`config.mk`:
```
export PLATFORM = sky130hd
export DESIGN_NAME = alu_seq_ctrl_flat
export DESIGN_NICKNAME = d
export VERILOG_FILES = /design/src/rtl/alu_seq_ctrl_pkg.sv /design/src/rtl/alu_seq_ctrl_if.sv /design/src/rtl/alu_flag_reg.sv /design/src/rtl/alu_seq_ctrl.sv /design/src/flat_wrapper.sv
export SDC_FILE = /design/constraint.sdc
export NUM_CORES = 1
export LEC_CHECK = 0
export CAP_MARGIN = 30
export CELL_PAD_IN_SITES_DETAIL_PLACEMENT = 1
export CELL_PAD_IN_SITES_GLOBAL_PLACEMENT = 2
export CORE_MARGIN = 4
export CORE_UTILIZATION = 21
export CTS_CLUSTER_DIAMETER = 100
export DETAILED_ROUTE_END_ITERATION = 10
export PLACE_DENSITY = 0.9
export SYNTH_ARGS = -nofsm -noshare
export SYNTH_HDL_FRONTEND = slang
export SYNTH_HIERARCHICAL = 1
export SYNTH_SLANG_ARGS = --single-unit
```
`constraint.sdc`:
```
create_clock -name clk -period 3.3 [get_ports clk]
set_input_delay 0.66 -clock clk [delete_from_list [all_inputs] [get_ports clk]]
set_output_delay 0.66 -clock clk [all_outputs]
set_load 0.05 [all_outputs]
```
`src/rtl/alu_seq_ctrl_pkg.sv`:
```
// alu_seq_ctrl shared types: sequencer states, opcodes, writeback rule.
package alu_seq_ctrl_pkg;

  typedef enum logic [1:0] {
    SEQ_IDLE,
    SEQ_EXEC,
    SEQ_WAIT,
    SEQ_HOLD
  } seq_state_t;

  localparam logic [5:0] OP_ADD  = 6'h00;
  localparam logic [5:0] OP_SUB  = 6'h01;
  localparam logic [5:0] OP_CMP  = 6'h02;
  localparam logic [5:0] OP_MUL  = 6'h03;
  localparam logic [5:0] OP_BTST = 6'h04;
  localparam logic [5:0] OP_RRC  = 6'h05;

  // CMP and BTST only produce flags
  function automatic logic no_wb(
    input logic [5:0] op
  );
    return (op == OP_CMP) || (op == OP_BTST);
  endfunction

endpackage

```
`src/rtl/alu_seq_ctrl_if.sv`:
```
// Request and result handshakes between decode,
// the ALU sequencer and writeback.
interface alu_seq_ctrl_if;

  logic        req_valid;
  logic        req_ready;
  logic [5:0]  req_opcode;
  logic [31:0] req_a;
  logic [31:0] req_b;
  logic [3:0]  req_rd;
  logic        req_flag_we;

  logic        res_valid;
  logic        res_ready;
  logic [31:0] res_data;
  logic [3:0]  res_rd;
  logic        res_we;

  modport master (
    output req_valid, req_opcode, req_a,
    output req_b, req_rd, req_flag_we,
    output res_ready,
    input  req_ready, res_valid, res_data,
    input  res_rd, res_we
  );

  modport slave (
    input  req_valid, req_opcode, req_a,
    input  req_b, req_rd, req_flag_we,
    input  res_ready,
    output req_ready, res_valid, res_data,
    output res_rd, res_we
  );

endinterface

```
`src/rtl/alu_flag_reg.sv`:
```
// Architectural C/V/Z/N flag register, written on
// a capture of a flag-updating operation.
module alu_flag_reg (
  input  logic        clk,
  input  logic        rst,
  input  logic        cap,
  input  logic        we,
  input  logic [31:0] dout,
  input  logic        cout,
  input  logic        vout,
  output logic        c,
  output logic        v,
  output logic        z,
  output logic        n
);

  always_ff @(posedge clk) begin
    if (rst) begin
      c <= 1'b0;
      v <= 1'b0;
      z <= 1'b0;
      n <= 1'b0;
    end else if (cap && we) begin
      c <= cout;
      v <= vout;
      z <= (dout == 32'd0);
      n <= dout[31];
    end
  end

endmodule

```
`src/rtl/alu_seq_ctrl.sv`:
```
// Issues one op at a time to the ALU, holds operands
// across multi-cycle paths and presents the result.
module alu_seq_ctrl
  import alu_seq_ctrl_pkg::*;
#(
  parameter int MCP_CYCLES = 2
) (
  input  logic        clk,
  input  logic        rst,
  input  logic        flush,
  alu_seq_ctrl_if.slave bus,
  output logic [31:0] alu_a,
  output logic [31:0] alu_b,
  output logic [5:0]  alu_opcode,
  output logic        alu_cin,
  output logic        alu_vin,
  input  logic [31:0] alu_dout,
  input  logic        alu_cout,
  input  logic        alu_vout,
  input  logic        alu_mcp,
  output logic        flag_c,
  output logic        flag_v,
  output logic        flag_z,
  output logic        flag_n,
  output logic        busy
);

  seq_state_t  state;
  seq_state_t  nxt;
  logic [3:0]  cnt;
  logic [3:0]  rd_q;
  logic        fwe_q;
  logic        hs;
  logic        cap;

  always_comb begin
    bus.req_ready = 1'b0;
    unique case (state)
      SEQ_IDLE: bus.req_ready = !flush;
      SEQ_HOLD: bus.req_ready = bus.res_ready && !flush;
      default:  bus.req_ready = 1'b0;
    endcase
  end

  assign hs = bus.req_valid && bus.req_ready;

  // flush suppresses a capture due in the same cycle
  assign cap = !flush &&
    (((state == SEQ_EXEC) && !alu_mcp) ||
     ((state == SEQ_WAIT) && (cnt == 4'd1)));

  always_comb begin
    nxt = state;
    unique case (state)
      SEQ_IDLE: if (hs) nxt = SEQ_EXEC;
      SEQ_EXEC: nxt = alu_mcp ? SEQ_WAIT : SEQ_HOLD;
      SEQ_WAIT: if (cnt == 4'd1) nxt = SEQ_HOLD;
      SEQ_HOLD: if (bus.res_ready)
                  nxt = hs ? SEQ_EXEC : SEQ_IDLE;
      default:  nxt = SEQ_IDLE;
    endcase
    if (flush) nxt = SEQ_IDLE;
  end

  assign bus.res_valid = (state == SEQ_HOLD);
  assign busy          = (state != SEQ_IDLE);
  assign alu_cin       = flag_c;
  assign alu_vin       = flag_v;

  always_ff @(posedge clk) begin
    if (rst) begin
      state        <= SEQ_IDLE;
      cnt          <= 4'd0;
      alu_a        <= 32'd0;
      alu_b        <= 32'd0;
      alu_opcode   <= 6'd0;
      rd_q         <= 4'd0;
      fwe_q        <= 1'b0;
      bus.res_data <= 32'd0;
      bus.res_rd   <= 4'd0;
      bus.res_we   <= 1'b0;
    end else begin
      state <= nxt;
      if (hs) begin
        alu_a      <= bus.req_a;
        alu_b      <= bus.req_b;
        alu_opcode <= bus.req_opcode;
        rd_q       <= bus.req_rd;
        fwe_q      <= bus.req_flag_we;
      end
      if (flush)
        cnt <= 4'd0;
      else if ((state == SEQ_EXEC) && alu_mcp)
        cnt <= 4'(MCP_CYCLES);
      else if (state == SEQ_WAIT)
        cnt <= cnt - 4'd1;
      if (cap) begin
        bus.res_data <= alu_dout;
        bus.res_rd   <= rd_q;
        bus.res_we   <= !no_wb(alu_opcode);
      end
    end
  end

  alu_flag_reg u_flags (
    .clk  (clk),
    .rst  (rst),
    .cap  (cap),
    .we   (fwe_q),
    .dout (alu_dout),
    .cout (alu_cout),
    .vout (alu_vout),
    .c    (flag_c),
    .v    (flag_v),
    .z    (flag_z),
    .n    (flag_n)
  );

endmodule

```
`src/flat_wrapper.sv`:
```
// flat-port wrapper written by rule: the top's interface ports become plain ports
module alu_seq_ctrl_flat import alu_seq_ctrl_pkg::*;
#(
  parameter int MCP_CYCLES = 2
)
  (clk, rst, flush, alu_a, alu_b, alu_opcode, alu_cin, alu_vin, alu_dout, alu_cout, alu_vout, alu_mcp, flag_c, flag_v, flag_z, flag_n, busy, bus_req_valid, bus_req_opcode, bus_req_a, bus_req_b, bus_req_rd, bus_req_flag_we, bus_res_ready, bus_req_ready, bus_res_valid, bus_res_data, bus_res_rd, bus_res_we);
  alu_seq_ctrl_if bus_i ();
  input  logic clk;
  input  logic rst;
  input  logic flush;
  output logic [31:0] alu_a;
  output logic [31:0] alu_b;
  output logic [5:0] alu_opcode;
  output logic alu_cin;
  output logic alu_vin;
  input  logic [31:0] alu_dout;
  input  logic alu_cout;
  input  logic alu_vout;
  input  logic alu_mcp;
  output logic flag_c;
  output logic flag_v;
  output logic flag_z;
  output logic flag_n;
  output logic busy;
  input wire logic [$bits(bus_i.req_valid)-1:0] bus_req_valid;
  input wire logic [$bits(bus_i.req_opcode)-1:0] bus_req_opcode;
  input wire logic [$bits(bus_i.req_a)-1:0] bus_req_a;
  input wire logic [$bits(bus_i.req_b)-1:0] bus_req_b;
  input wire logic [$bits(bus_i.req_rd)-1:0] bus_req_rd;
  input wire logic [$bits(bus_i.req_flag_we)-1:0] bus_req_flag_we;
  input wire logic [$bits(bus_i.res_ready)-1:0] bus_res_ready;
  output wire logic [$bits(bus_i.req_ready)-1:0] bus_req_ready;
  output wire logic [$bits(bus_i.res_valid)-1:0] bus_res_valid;
  output wire logic [$bits(bus_i.res_data)-1:0] bus_res_data;
  output wire logic [$bits(bus_i.res_rd)-1:0] bus_res_rd;
  output wire logic [$bits(bus_i.res_we)-1:0] bus_res_we;
  assign bus_i.req_valid = bus_req_valid;
  assign bus_i.req_opcode = bus_req_opcode;
  assign bus_i.req_a = bus_req_a;
  assign bus_i.req_b = bus_req_b;
  assign bus_i.req_rd = bus_req_rd;
  assign bus_i.req_flag_we = bus_req_flag_we;
  assign bus_i.res_ready = bus_res_ready;
  assign bus_req_ready = bus_i.req_ready;
  assign bus_res_valid = bus_i.res_valid;
  assign bus_res_data = bus_i.res_data;
  assign bus_res_rd = bus_i.res_rd;
  assign bus_res_we = bus_i.res_we;
  alu_seq_ctrl #(.MCP_CYCLES(MCP_CYCLES)) u_core (.clk(clk), .rst(rst), .flush(flush), .bus(bus_i), .alu_a(alu_a), .alu_b(alu_b), .alu_opcode(alu_opcode), .alu_cin(alu_cin), .alu_vin(alu_vin), .alu_dout(alu_dout), .alu_cout(alu_cout), .alu_vout(alu_vout), .alu_mcp(alu_mcp), .flag_c(flag_c), .flag_v(flag_v), .flag_z(flag_z), .flag_n(flag_n), .busy(busy));
endmodule
```
Word level (Yosys, flattened, before mapping):

Index checks and enable logic that the tools add are counted.

* register bits: 122
* bits in latches: 0
* bits in writable memories: 0
* bits in read-only memories: 0
* bits of input ports: 115
* output and inout port bits: 116
* memories kept: 0

* add/sub/neg operators: 1
* multipliers: 0
* div/mod/pow operators: 0
* order comparisons: 0
* equality and inequality tests: 9
* shift-type cells: 0
* mux-type cells: 9
* bitwise operators: 0
* reduce and logical (&&, ||, !) cells: 19

Operators by type and width (count)
* 32-bit logical NOT: 1
* 2-bit two-way mux: 5
* 2-bit one-hot mux with 4 select lines: 1
* 1-bit logical AND: 7
* 6-bit by 2-bit equality test with 1-bit output (second input constant): 1
* 6-bit by 3-bit equality test with 1-bit output (second input constant): 1
* 2-bit equality test (second input constant): 2
* 4-bit by 1-bit equality test with 1-bit output (second input constant): 1
* 2-bit inequality test (second input constant): 2
* 2-bit nonzero test: 2
* 4-bit by 1-bit subtractor with 4-bit output (second input constant): 1
* 1-bit logical NOT: 3
* 3-bit AND reduction: 1
* 3-bit OR reduction: 1
* 2-bit by 1-bit equality test with 1-bit output (second input constant): 1
* 2-bit logical NOT: 1
* 1-bit logical OR: 2
* 1-bit two-way mux: 2
* 2-bit by 1-bit inequality test with 1-bit output (second input constant): 1
* 1-bit one-hot mux with 2 select lines: 1
* 2-bit OR reduction: 1

Logic depth before layout (Yosys ltp):

* word-level depth: 7
* depth in mapped cells: 11

Cells and area by module:

The synthesis kept the hierarchy.

Modules (own cells, without submodules)
* alu_seq_ctrl: times used 1, cells each 539, area an instance 4265.3 sq um
* alu_flag_reg: times used 1, cells each 27, area an instance 214.0 sq um

Worst setup path after synthesis:

No wires, ideal clock.

* path kind: register -> output
* from: reg u_core.state[0]
* to: out bus_req_ready
* data arrival time: 2.110 ns
* data required time: 2.640 ns
* path slack: 0.530 ns
* stages on the path, launching flop included: 4
* cell sequence: dfxtp_1 ha_1 a21oi_1 nor3_1

* longest elaborated chain between the ends: 2
* elaborated cells on any way between the ends: 3

RTL lines
* from (decl): RTL line alu_seq_ctrl.sv:28 `seq_state_t state;`
* from (signal assigned): RTL line alu_seq_ctrl.sv:83 `state <= nxt;`
* 2-bit equality test
* named net bus_res_valid: RTL line flat_wrapper.sv:33 `output wire logic [$bits(bus_i.res_valid)-1:0] bus_res_valid;`
* 1-bit one-hot mux with 2 select lines: RTL line alu_seq_ctrl.sv:38 `unique case (state)`
* to (decl): RTL line flat_wrapper.sv:32 `output wire logic [$bits(bus_i.req_ready)-1:0] bus_req_ready;`

The timed path passes the listed nets, and every way through them passes these cells.

Worst setup path after layout:

* from: reg u_core.state[0]
* to: out busy

* longest elaborated chain between the ends: 1

RTL lines
* 2-bit nonzero test: RTL line alu_seq_ctrl.sv:66 `assign busy = (state != SEQ_IDLE);`
* to (decl): RTL line flat_wrapper.sv:24 `output logic busy;`

Every way passes these cells.

==> flow_summary.ini <==
[pwr]
power_switching_mw = 1.14
clock_power_share_pct = 46.5
cellPowerDensity_nw_per_um2 = 533
pwr-share-comb_pct = 15.0
p_int_mw = 2.91
peakVddDrop_uv = 306
power_mw = 4.05
p_sw_share_pct = 28.2
p_leak_nw = 2.63
power_frac_seq_pct = 38.4

[timing]
layout_min_cycle_time_ps = 2670
setup_tns_ps = 0
hold_slack_ps = 452
skew_ps = 9.14
hold_violations = 0
finalWorstSetupSlack_ps = 633
setup_viol = 0
rsz0062_at_grt = false
period_share_pct = 80.8
finalMaxSlewViolations = 0
timing.fmax_ghz = 0.375
maxSlewHeadroom_pct = 42.3
tightest_slew_ps = 865

[place]
place_inst = 1036
dp_slack_ps = 578
hpwl_um = 11400
placed_cell_area_um2 = 7010
io_buffers = 230
gp_congestion = 0.768

[clock_network]
hold_buffers = 0
cts_setup_buffers = 0
numCtsBuffers = 17
clk_latency_ps = 410
cts.repair.resized = 0
cts_tree = yes
cts_max_level = 4
cts-root-buf = clkbuf_16
cts_buffer_depth = 2
clkTransAtPathRegs_ps = 60
clock_sinks = 122

[worst_setup_path]
critPathKind = flop to output port
critPathLaunchType = flop
crit_required_ps = 2640
path_max_fanout = 4
timing.rr.start = u_core/state[0]$_SDFFE_PP0P_
cp-startpoint = u_core/state[0]$_SDFFE_PP0P_
cp-end-kind = output port
crit_arrival_ps = 2010

[drt]
drc = 0
dr.pass1.iters = 4
drt-total-wl_um = 16500
via_count = 4591
drtIter0Drc = 193
viasPerCell = 4.30
ant_nets = 0
routedWlPerCell_um = 15.5

[yosys]
synth.distinct_cells = 34
syn_inst = 566
synth-edff-count = 0
synthesis.nets = 688
yosysTopAreaCell = dfxtp_1
post_synth.cell_area_avg_um2 = 7.91
synthTopCellsByArea = dfxtp_1 (55%), nand2_1 (19%), a21oi_1 (13%)
netlist_area_um2 = 4480
synth-seq-cells = 122
synth_top_area_share_pct = 54.5
synth_top_flop_cell = dfxtp_1
synth_warnings = 6
async_flop_share_pct = 0
synth.yosys.seq_area_share_pct = 54.5

[worst_hold_path]
worstHoldStart = u_core/alu_a[21]$_SDFFE_PP0P_
min_path_type = flop to flop

[cells_and_area]
drive_above_1_share_pct = 5.68
fin_util_pct = 36.2
area_growth_pct = 69.7
final_cell_mix = nand2_1 (230), clkdlybuf4s50_1 (228), dfxtp_1 (122)
fin_cells = 1067
diodes = 0
final_common_cell = nand2_1
final_area_um2 = 7600
final_nets = 902

[floorplan]
fp.dieH_um = 154
io_pins = 231
die_x_um = 154
num_rows = 53
die-area_um2 = 23700
core_area_um2 = 21000
start_util_pct = 21.3

[grt]
grt_pass1_vias = 4703
grt_pass1_wl_um = 25200
track_usage_pct = 13.4
antenna_found_initial = 0
overflow = 0
grt_max_degree = 92

[flow_run]
max-cap-violations = 0

[run_status]
status = complete, no violations
==> critical path, stage by stage, from the launching register on <==
cell and delay (ps):
dfxtp_1 380, inv_1 100, ha_1 250, inv_1 60, clkdlybuf4s50_1 790
==> kinds of logic after synthesis <==
| logic type | share of synthesized area (%) |
|---|---|
| and+or+nand+nor | 23.4 |
| AOI/OAI and AO/OA | 14.6 |
| DFF | 54.5 |
| buffers and inverters | 4.52 |
| adders and majority gates | 1.96 |
| xor gates and xnor gates | 0.782 |
| muxes | 0.223 |
==> path summary, 6_finish.rpt <==
kind	slack [ps]	end	cells past startpoint
hold / removal	450	u_core/alu_a[21]$_SDFFE_PP0P_	2
setup reg to reg	920	u_core/alu_a[29]$_SDFFE_PP0P_	7
hold reg to reg	450	u_core/alu_a[21]$_SDFFE_PP0P_	2
setup / recovery	630	busy	4
==> cell usage after synthesis (2+ instances only) <==
| library cell | number |
|---|---|
| buf_2 | 11 |
| nor4_1 | 7 |
| inv_1 | 6 |
| xnor2_1 | 2 |
| nor2_1 | 7 |
| nand2_1 | 230 |
| a21oi_1 | 115 |
| o21ai_0 | 2 |
| clkbuf_1 | 25 |
| or4_1 | 2 |
| xor2_1 | 2 |
| ha_1 | 7 |
| nor3_1 | 3 |
| buf_4 | 3 |
| nand3_1 | 4 |
| dfxtp_1 | 122 |
==> metal layers <==
metal  vias up  track usage, %  share of wire, %
met1      2153            15.9                43
met5         -               0                 0
met3        22            5.38               7.5
li1       2270               -                 -
met4         0            5.17               2.3
met2       146            21.7                47
==> sequential cells by signal (all words and copies together), names as in the netlist <==
signal,count
u_core/alu_b,32
u_core/bus.res_data,32
u_core/u_flags/z,1
u_core/rd_q,4
u_core/u_flags/c,1
u_core/alu_a,32
u_core/state,2
u_core/fwe_q,1
u_core/u_flags/n,1
u_core/alu_opcode,6
u_core/cnt,4
u_core/bus.res_rd,4
u_core/bus.res_we,1
u_core/u_flags/v,1
==> power by group through the flow <==
stage	Clock (mW)	Sequential [mW]	Combinational (mW)
2_1_floorplan	0	1.76	0.144
3_3_place_gp	0	1.59	0.611
3_5_place_dp	0	1.59	0.615
4_1_cts	1.95	1.56	0.617
5_1_grt	2.01	1.57	0.646
6_report	1.89	1.56	0.608
==> layout make-up <==
class,instances,area [µm²]
Timing Repair Buffer,235,2360
Multi-Input combinational cell,397,1840
Clock inverter,14,163
Inverter,7,26.3
Clock buffer,17,425
Tap cell,275,344
Sequential cell,122,2440
Fill cell,2479,13400
Power figures use the tool's default switching activity.
